## config.mk

```make
export PLATFORM = sky130hd
export DESIGN_NAME = shift_right_seq_flat
export DESIGN_NICKNAME = d
export VERILOG_FILES = /design/src/rtl/shift_right_seq_if.sv /design/src/rtl/shift_right_seq.sv /design/src/flat_wrapper.sv
export SDC_FILE = /design/constraint.sdc
export NUM_CORES = 1
export LEC_CHECK = 0
export ABC_CLOCK_PERIOD_IN_PS = 3800
export CAP_MARGIN = 10
export CORE_MARGIN = 4
export CORE_UTILIZATION = 25
export CTS_CLUSTER_SIZE = 25
export DETAILED_ROUTE_END_ITERATION = 12
export PLACE_DENSITY = 0.56
export SLEW_MARGIN = 40
export SYNTH_ARGS = -nofsm -noshare
export SYNTH_HDL_FRONTEND = slang
export SYNTH_SLANG_ARGS = --single-unit
```

## constraint.sdc

```tcl
create_clock -name clk -period 3.8 [get_ports clk]
set_input_delay 0.57 -clock clk [delete_from_list [all_inputs] [get_ports clk]]
set_output_delay 0.57 -clock clk [all_outputs]
set_load 0.02 [all_outputs]
```

## src/rtl/shift_right_seq_if.sv

```systemverilog
// Handshake and data bundle for shift_right_seq.
//   start : request from the execute stage, sampled only when busy=0
//   In    : operand, captured on the accepted start
//   Cnt   : shift amount 0..N-1, captured on the accepted start
//   Mode  : 00 logical, 01 arithmetic, 10 rotate right, 11 behaves as 00
//   busy  : shifter occupied (cycle after accept through the done cycle)
//   done  : one-cycle pulse, Out valid in that cycle
//   Out   : result register, holds until the next accepted start
// master drives the request side; slave is the shifter.
interface shift_right_seq_if #(
    parameter int N = 16,
    parameter int C = 4
);
    logic         start;
    logic [N-1:0] In;
    logic [C-1:0] Cnt;
    logic [1:0]   Mode;
    logic         busy;
    logic         done;
    logic [N-1:0] Out;

    modport master (
        output start, In, Cnt, Mode,
        input  busy, done, Out
    );

    modport slave (
        input  start, In, Cnt, Mode,
        output busy, done, Out
    );
endinterface

```

## src/rtl/shift_right_seq.sv

```systemverilog
// Multi-cycle right shifter, one bit position per clock, with logical,
// arithmetic and rotate modes and a start/busy/done handshake.
// Ports:
//   clk : rising-edge clock
//   rst : synchronous active-high reset, wins over everything
//   bus : shift_right_seq_if slave modport (start/In/Cnt/Mode in,
//         busy/done/Out out)
//
// state | meaning
// ------+-------------------------------------------------------------
// IDLE  | waiting for start; busy=0, done=0
// SHIFT | one right shift per edge until count reaches 1; busy=1
// DONE  | result valid, done pulse; start ignored; back to IDLE
module shift_right_seq #(
    parameter int N = 16,
    parameter int C = 4
) (
    input  logic               clk,
    input  logic               rst,
    shift_right_seq_if.slave   bus
);

    typedef enum logic [1:0] {
        IDLE  = 2'd0,
        SHIFT = 2'd1,
        DONE  = 2'd2
    } state_t;

    localparam logic [C-1:0] COUNT_ONE = {{(C-1){1'b0}}, 1'b1};

    state_t       state;
    state_t       state_nx;
    logic [N-1:0] result_r;
    logic [C-1:0] count;
    logic [1:0]   mode_r;
    logic         fill;
    logic         busy_c;
    logic         done_c;

    always_ff @(posedge clk) begin
        if (rst) begin
            state <= IDLE;
        end else begin
            state <= state_nx;
        end
    end

    always_comb begin
        state_nx = state;
        case (state)
            IDLE: begin
                if (bus.start) begin
                    state_nx = (bus.Cnt == '0) ? DONE : SHIFT;
                end
            end
            SHIFT: begin
                if (count == COUNT_ONE) begin
                    state_nx = DONE;
                end
            end
            DONE:    state_nx = IDLE;
            default: state_nx = IDLE;
        endcase
    end

    always_comb begin
        busy_c = 1'b0;
        done_c = 1'b0;
        case (state)
            SHIFT: busy_c = 1'b1;
            DONE: begin
                busy_c = 1'b1;
                done_c = 1'b1;
            end
            default: begin
                busy_c = 1'b0;
                done_c = 1'b0;
            end
        endcase
    end

    // Bit entering at the MSB; the reserved mode falls back to zero fill.
    always_comb begin
        case (mode_r)
            2'b01:   fill = result_r[N-1];
            2'b10:   fill = result_r[0];
            default: fill = 1'b0;
        endcase
    end

    always_ff @(posedge clk) begin
        if (rst) begin
            result_r <= '0;
            count    <= '0;
            mode_r   <= 2'b00;
        end else begin
            case (state)
                IDLE: begin
                    if (bus.start) begin
                        result_r <= bus.In;
                        count    <= bus.Cnt;
                        mode_r   <= bus.Mode;
                    end
                end
                SHIFT: begin
                    // SHIFT is only entered with count>=1, so this never wraps.
                    result_r <= {fill, result_r[N-1:1]};
                    count    <= count - COUNT_ONE;
                end
                default: begin
                    result_r <= result_r;
                    count    <= count;
                end
            endcase
        end
    end

    assign bus.busy = busy_c;
    assign bus.done = done_c;
    assign bus.Out  = result_r;

endmodule

```

## src/flat_wrapper.sv

```systemverilog
// flat-port wrapper written by rule: the top's interface ports become plain ports
module shift_right_seq_flat 
#(
    parameter int N = 16,
    parameter int C = 4
)
  (clk, rst, bus_start, bus_In, bus_Cnt, bus_Mode, bus_busy, bus_done, bus_Out);
  shift_right_seq_if #(.N(N), .C(C)) bus_i ();
  input  logic clk;
  input  logic rst;
  input wire logic [$bits(bus_i.start)-1:0] bus_start;
  input wire logic [$bits(bus_i.In)-1:0] bus_In;
  input wire logic [$bits(bus_i.Cnt)-1:0] bus_Cnt;
  input wire logic [$bits(bus_i.Mode)-1:0] bus_Mode;
  output wire logic [$bits(bus_i.busy)-1:0] bus_busy;
  output wire logic [$bits(bus_i.done)-1:0] bus_done;
  output wire logic [$bits(bus_i.Out)-1:0] bus_Out;
  assign bus_i.start = bus_start;
  assign bus_i.In = bus_In;
  assign bus_i.Cnt = bus_Cnt;
  assign bus_i.Mode = bus_Mode;
  assign bus_busy = bus_i.busy;
  assign bus_done = bus_i.done;
  assign bus_Out = bus_i.Out;
  shift_right_seq #(.N(N), .C(C)) u_core (.clk(clk), .rst(rst), .bus(bus_i));
endmodule
```

==> qor.yml, run 1 <==
syn_to_final_growth_pct: 37.26
vias: 1045
period_share_pct: 55.80
cts_setup_buffers: 0
criticalPathCategory: "reg2out"
die-width_um: 81.49
final_cell_mix: "clkdlybuf4s50_1 (42), dfxtp_1 (24), nor2_1 (18)"
worstMarginPinSlew_ns: 0.7984
regArea_um2: 480.5
core_mm2: 0.005172
fmax_mhz: 471.6
synth-simple-area-share_pct: 13.35
placed_cells: 238
cp_max_fo: 3
ios: 43
post-route-cell-area_mm2: 0.001853
clk_pin_slew_worst_paths_ns: 0.08
synthMuxAreaShare_pct: 13.72
fillers: 522
gr-usage-all-layers_pct: 9.158
power_density_mw_per_mm2: 504.6
synth_top_area_cell: "dfxtp_1"
antenna_cells: 0
ctsHoldBuffers: 0
grt_first_pass_wirelength_um: 4857
synthCells: 136
cp.required_ns: 3.23
wl_per_cell_um: 12.26
crit_path_end_kind: "output port"
cp-start-kind: "flip-flop"
cts_buffers: 3
cts.sinks: 24
synthAdderAreaFrac_pct: 4.634
placed_area_mm2: 0.001782
synth_area_leaders: "dfxtp_1 (36%), a211oi_2 (15%), mux2i_1 (13%)"
antenna_found_initial: 0
power_leakage_uw: 0.0006616
yosys.area_share.xor_xnor_pct: 0
period_minus_slack_ns: 2.120
hold_path_depth: 2
max-slew-margin-rel_pct: 46.61
grt.overflow.total: 0
synth.yosys.warnings: 0
dr.pass1.iters: 4
initial_core_util_pct: 26.10
async_flop_share_pct: 0
final_common_cell: "clkdlybuf4s50_1"
synthDominantCellAreaShare_pct: 35.59
seq_area_frac_synth_pct: 35.59
fin_worst_skew_ns: 0.009359
maxCapViolations: 0
h-tree-depth: 1
synth-compound-area-share_pct: 24.28
arrival_ns: 1.55
grt_max_degree: 38
outcome: "finished clean"
antenna_left: 0
synthesis.area_mm2: 0.001350
finalHoldViolCount: 0
drive_above_1_share_pct: 14.53
ir_drop_mv: 0.2134
synth_top_family_by_area: "compound AO/OA/AOI/OAI gates"
grt_pass1_vias: 1038
clk-insertion-delay-late_ns: 0.26
die-area_mm2: 0.006640
drv_slew: 0
avgViaCountPerCell: 4.318
hold_path.class: "reg2reg"
dp_hpwl_um: 2159
synthFlopType: "dfxtp_1"
synth-edff-count: 0
utilization_pct: 35.82
yosysUniqueCellTypes: 29
r2r_cells: 6
fp.dieH_um: 81.49
detail_route.iter0.violations: 28
multiInputGateArea_um2: 755.7
cts_tree: "built"
setup_tns_ns: 0
clock_path_buffers: 2
avgSynthCellArea_um2: 9.927
ctsResizeCount: 0
portBuffers: 42
wirelength_um: 2968
ys_seq_elements: 24
place.gp.congestion: 0.7158
drc: 0
num-nets-final: 203
rows: 26
holdWs_ns: 0.4671
rsz0062_at_grt: "false"
final_cells: 242
synth_nets: 166
clock-root-buffer: "clkbuf_8"
final-setup-viol-count: 0
[report_power, final]
group          internal, uW  switching [uW]  leakage [uW]  total (uW)
logic                   180             201      0.000427         382
clock network           141            79.1     0.0000357         220
registers               298            36.0      0.000199         334
total                   619             316      0.000662         935
[cells by family after synthesis]
logic type | count (synthesis)
compound gates | 35
flops | 24
fa+ha+maj | 5
mux | 18
simple gates | 36
buf+inv | 18
[cell usage after synthesis (all sizes together) (3+ instances only)]
library cell	n
ha	5
nand2	3
o31ai	3
dfxtp	24
inv	6
mux2i	17
a211oi	16
nor2	18
a21oi	6
nor2b	5
clkbuf	3
o21ai	5
buf	9
[routing by layer]
layer	wire length (um)	track usage, %	up-vias
li1	-	-	560
met1	1557	13.59	454
met2	1174	13.11	29
met3	221	2.412	2
met4	14	2.027	0
met5	0	0	-
[final cells by class]
type                            count  share of cell area, %
Multi-Input combinational cell     94                  40.78
Sequential cell                    24                  25.93
Inverter                            6                  1.215
Timing Repair Buffer               44                  23.50
Clock buffer                        3                  2.228
Clock inverter                      1                  1.621
Tap cell                           70                  4.727
[registers in the layout, indices dropped and copies added, names as in the netlist]
signal	count
u_core.state	2
u_core.bus.Out	16
u_core.count	4
u_core.mode_r	2
[path summary, 6_finish.rpt]
check                                                   start                             to  slack (ns)
worst max-delay path             u_core.state[1]$_SDFFE_PP0P_                       bus_busy        1.68
worst min-delay path            u_core.mode_r[0]$_SDFFE_PP0P_  u_core.mode_r[0]$_SDFFE_PP0P_        0.47
worst max register to register   u_core.state[1]$_SDFFE_PP0P_   u_core.count[0]$_SDFFE_PP0P_        1.92
worst min register to register  u_core.mode_r[0]$_SDFFE_PP0P_  u_core.mode_r[0]$_SDFFE_PP0P_        0.47
[stage by stage]
stage | total power [uW] | setup slack, ns
2_1_floorplan | 617.6 | 2.259
3_3_place_gp | 725.9 | 1.700
3_5_place_dp | 724.9 | 1.703
4_1_cts | 948.6 | 1.662
5_1_grt | 995.9 | 1.596
6_report | 935.1 | 1.680
[worst max-delay path, stage by stage (launching register included)]
cell and delay [ns]:
dfxtp_1 0.37, inv_1 0.07, ha_1 0.27, clkdlybuf4s50_1 0.59
No activity file was read; power rests on OpenSTA's default activity.
==> inputs of run 2 (changes only) <==
ABC_CLOCK_PERIOD_IN_PS = 1840   (was 3800)
PLACE_DENSITY = 0.58   (was 0.56)
clock period = 1.84 ns   (was 3.8 ns; I/O delays follow)
==> run 2 against run 1 <==
Against the previous run: clock power increased by 110%; sequential cell count unchanged; first-iteration DRC count increased by 54%; sequential power increased by 110%; die area unchanged; sequential share of layout area decreased by 0.50 points; via count increased by 3.7%; critical path type unchanged; final area increased by 2.0%; critical path depth unchanged; critical endpoint is now bus_done; global-route usage about the same.
==> qor.yml, run 2 (synthesis results as in run 1) <==
final_common_cell: "clkdlybuf4s50_1"
setup_tns_ns: 0  # unchanged
antenna_cells: 0  # unchanged
cts_setup_buffers: 0  # unchanged
period_share_pct: 91.79
hold_path.class: "reg2reg"
largest_reg_flops: 16  # unchanged
gr-usage-all-layers_pct: 9.166  # about the same
crit_path_end_kind: "output port"
drc: 0  # unchanged
r2r_cells: 5  # -1
cts.sinks: 24  # unchanged
ir_drop_mv: 0.4539  # +110%
maxCapViolations: 0  # unchanged
power_leakage_uw: 0.0006893  # +4.2%
p_int_uw: 1288  # +110%
min_from: "u_core.mode_r[0]$_SDFFE_PP0P_"
ctsResizeCount: 1  # +1
cp-start-kind: "flip-flop"
holdWs_ns: 0.4695  # +0.002444 ns
r2r_slack_ns: 0.24  # -1.68 ns
max-slew-margin-rel_pct: 69.26  # +23 points
min_to: "u_core.mode_r[0]$_SDFFE_PP0P_"
cp_max_fo: 3  # unchanged
grt_first_pass_wirelength_um: 4871  # +0.29%
antenna_found_initial: 0  # unchanged
r2r-end: "u_core.count[3]$_SDFFE_PP0P_"
clk-insertion-delay-late_ns: 0.27  # about the same
regToRegStartpoint: "u_core.state[1]$_SDFFE_PP0P_"
utilization_pct: 36.53  # +0.70 points
criticalPathCategory: "reg2out"
vias: 1084  # +3.7%
num-nets-final: 208  # +2.5%
clock-root-buffer: "clkbuf_8"
placed_area_mm2: 0.001819  # +2.1%
outcome: "finished clean"
arrival_ns: 1.41  # -0.14 ns
place.gp.congestion: 0.7252  # +1.3%
post-route-cell-area_mm2: 0.001889  # +2.0%
rows: 26  # unchanged
avgViaCountPerCell: 4.389  # +1.6%
clk_pin_slew_worst_paths_ns: 0.09  # about the same
cts_tree: "built"
wl_per_cell_um: 12.30  # +0.32%
final-setup-viol-count: 0  # unchanged
fin_worst_skew_ns: 0.003960  # -0.005399 ns
grt.overflow.total: 0  # unchanged
wirelength_um: 3039  # +2.4%
cts_buffers: 3  # unchanged
pwr-share-comb_pct: 41.0  # +0.2 points
syn_to_final_growth_pct: 39.94
power_density_mw_per_mm2: 1036  # +110%
rsz0062_at_grt: "false"
detail_route.iter0.violations: 43  # +54%
fp.dieH_um: 81.49  # unchanged
seq_power_share_pct: 35.2  # -0.5 points
antenna_left: 0  # unchanged
sw_frac_of_total_pct: 34.23  # +0.41 points
dr.pass1.iters: 4  # unchanged
finalHoldViolCount: 0  # unchanged
h-tree-depth: 1  # unchanged
hold_path_depth: 2  # unchanged
drive_above_1_share_pct: 16.95  # +2.4 points
initial_core_util_pct: 26.10  # unchanged
die-area_mm2: 0.006640  # unchanged
switching_power_uw: 670.3  # +110%
fmax_mhz: 592.1
die-width_um: 81.49  # unchanged
worstMarginPinSlew_ns: 0.4611  # -0.3373 ns
drv_slew: 0  # unchanged
portBuffers: 42  # unchanged
ios: 43  # unchanged
fillers: 531  # +1.7%
clock_path_buffers: 2  # unchanged
clkPwrFrac_pct: 23.8  # +0.3 points
period_minus_slack_ns: 1.689
ctsHoldBuffers: 0  # unchanged
grt_max_degree: 38  # unchanged
cp.required_ns: 1.56  # -1.67 ns
grt_pass1_vias: 1043  # +0.48%
dp_hpwl_um: 2306  # +6.8%
final_cell_mix: "clkdlybuf4s50_1 (41), dfxtp_1 (24), nor2_1 (18)"
core_mm2: 0.005172  # unchanged
==> run 2: cell types whose count changed in the layout (fill, tap and decap cells not counted), sizes merged <==
| cell | delta |
|---|---|
| buf | +5 |
| clkdlybuf4s50 | -1 |
| dlygate4sd2 | +1 |
==> run 2: cell type report <==
cell class,instances,area (um2),share of cell area [%]
repair buffers,49,471.7,24.97
inverters,6,22.52,1.192
well taps,70,87.58,4.636
clock inverters,1,30.03,1.589
clock buffers,3,41.29,2.185
multi-input cells,94,755.7,40.00
flip-flops and latches,24,480.5,25.43
==> run 2: power groups by stage <==
stage / Combinational, uW / Sequential [uW] / Clock (uW)
after global routing: 880 / 705 / 507
after floorplan: 508 / 767 / 0
after detailed placement: 818 / 702 / 0
after global placement: 806 / 704 / 0
final: 803 / 688 / 466
after CTS: 816 / 691 / 490
==> run 2: metrics by stage <==
step / total power, uW / setup WS, ns / instances
2_1_floorplan: 1275 / 0.2993 / 136
3_3_place_gp: 1510 / 0.2119 / 243
3_5_place_dp: 1520 / 0.1892 / 243
4_1_cts: 1996 / 0.1252 / 247
5_1_grt: 2092 / 0.09403 / 247
6_report: 1958 / 0.1510 / 247
==> run 2: how the worst max path moves through the flow <==
stage | startpoint | end | depth (start not counted)
after floorplan | u_core.state[0]$_SDFFE_PP0P_ | u_core.bus.Out[13]$_SDFFE_PP0P_ | 8
after global placement | bus_start | u_core.count[0]$_SDFFE_PP0P_ | 4
after detailed placement | bus_start | u_core.count[0]$_SDFFE_PP0P_ | 4
after CTS | u_core.state[0]$_SDFFE_PP0P_ | bus_done | 3
after global routing | u_core.state[0]$_SDFFE_PP0P_ | bus_done | 3
final | u_core.state[0]$_SDFFE_PP0P_ | bus_done | 3
==> run 2: critical path: stages, from the launching register on <==
cell and delay (ns):
dfxtp_1 0.32, inv_1 0.09, ha_1 0.15, clkdlybuf4s50_1 0.59
==> run 2: metal layers <==
metal / GRT usage, % / vias up / part of all wire (%)
li1: - / 567 / -
met1: 12.99 / 483 / 49
met2: 13.76 / 32 / 41
met3: 3.180 / 2 / 8.7
met4: 1.014 / 0 / 0.46
met5: 0 / - / 0
==> inputs of run 3 (changes only) <==
TNS_END_PERCENT = 100   (was not set)
==> results of run 3 <==
Final layout, timing and power as in run 2 (identical DEF).
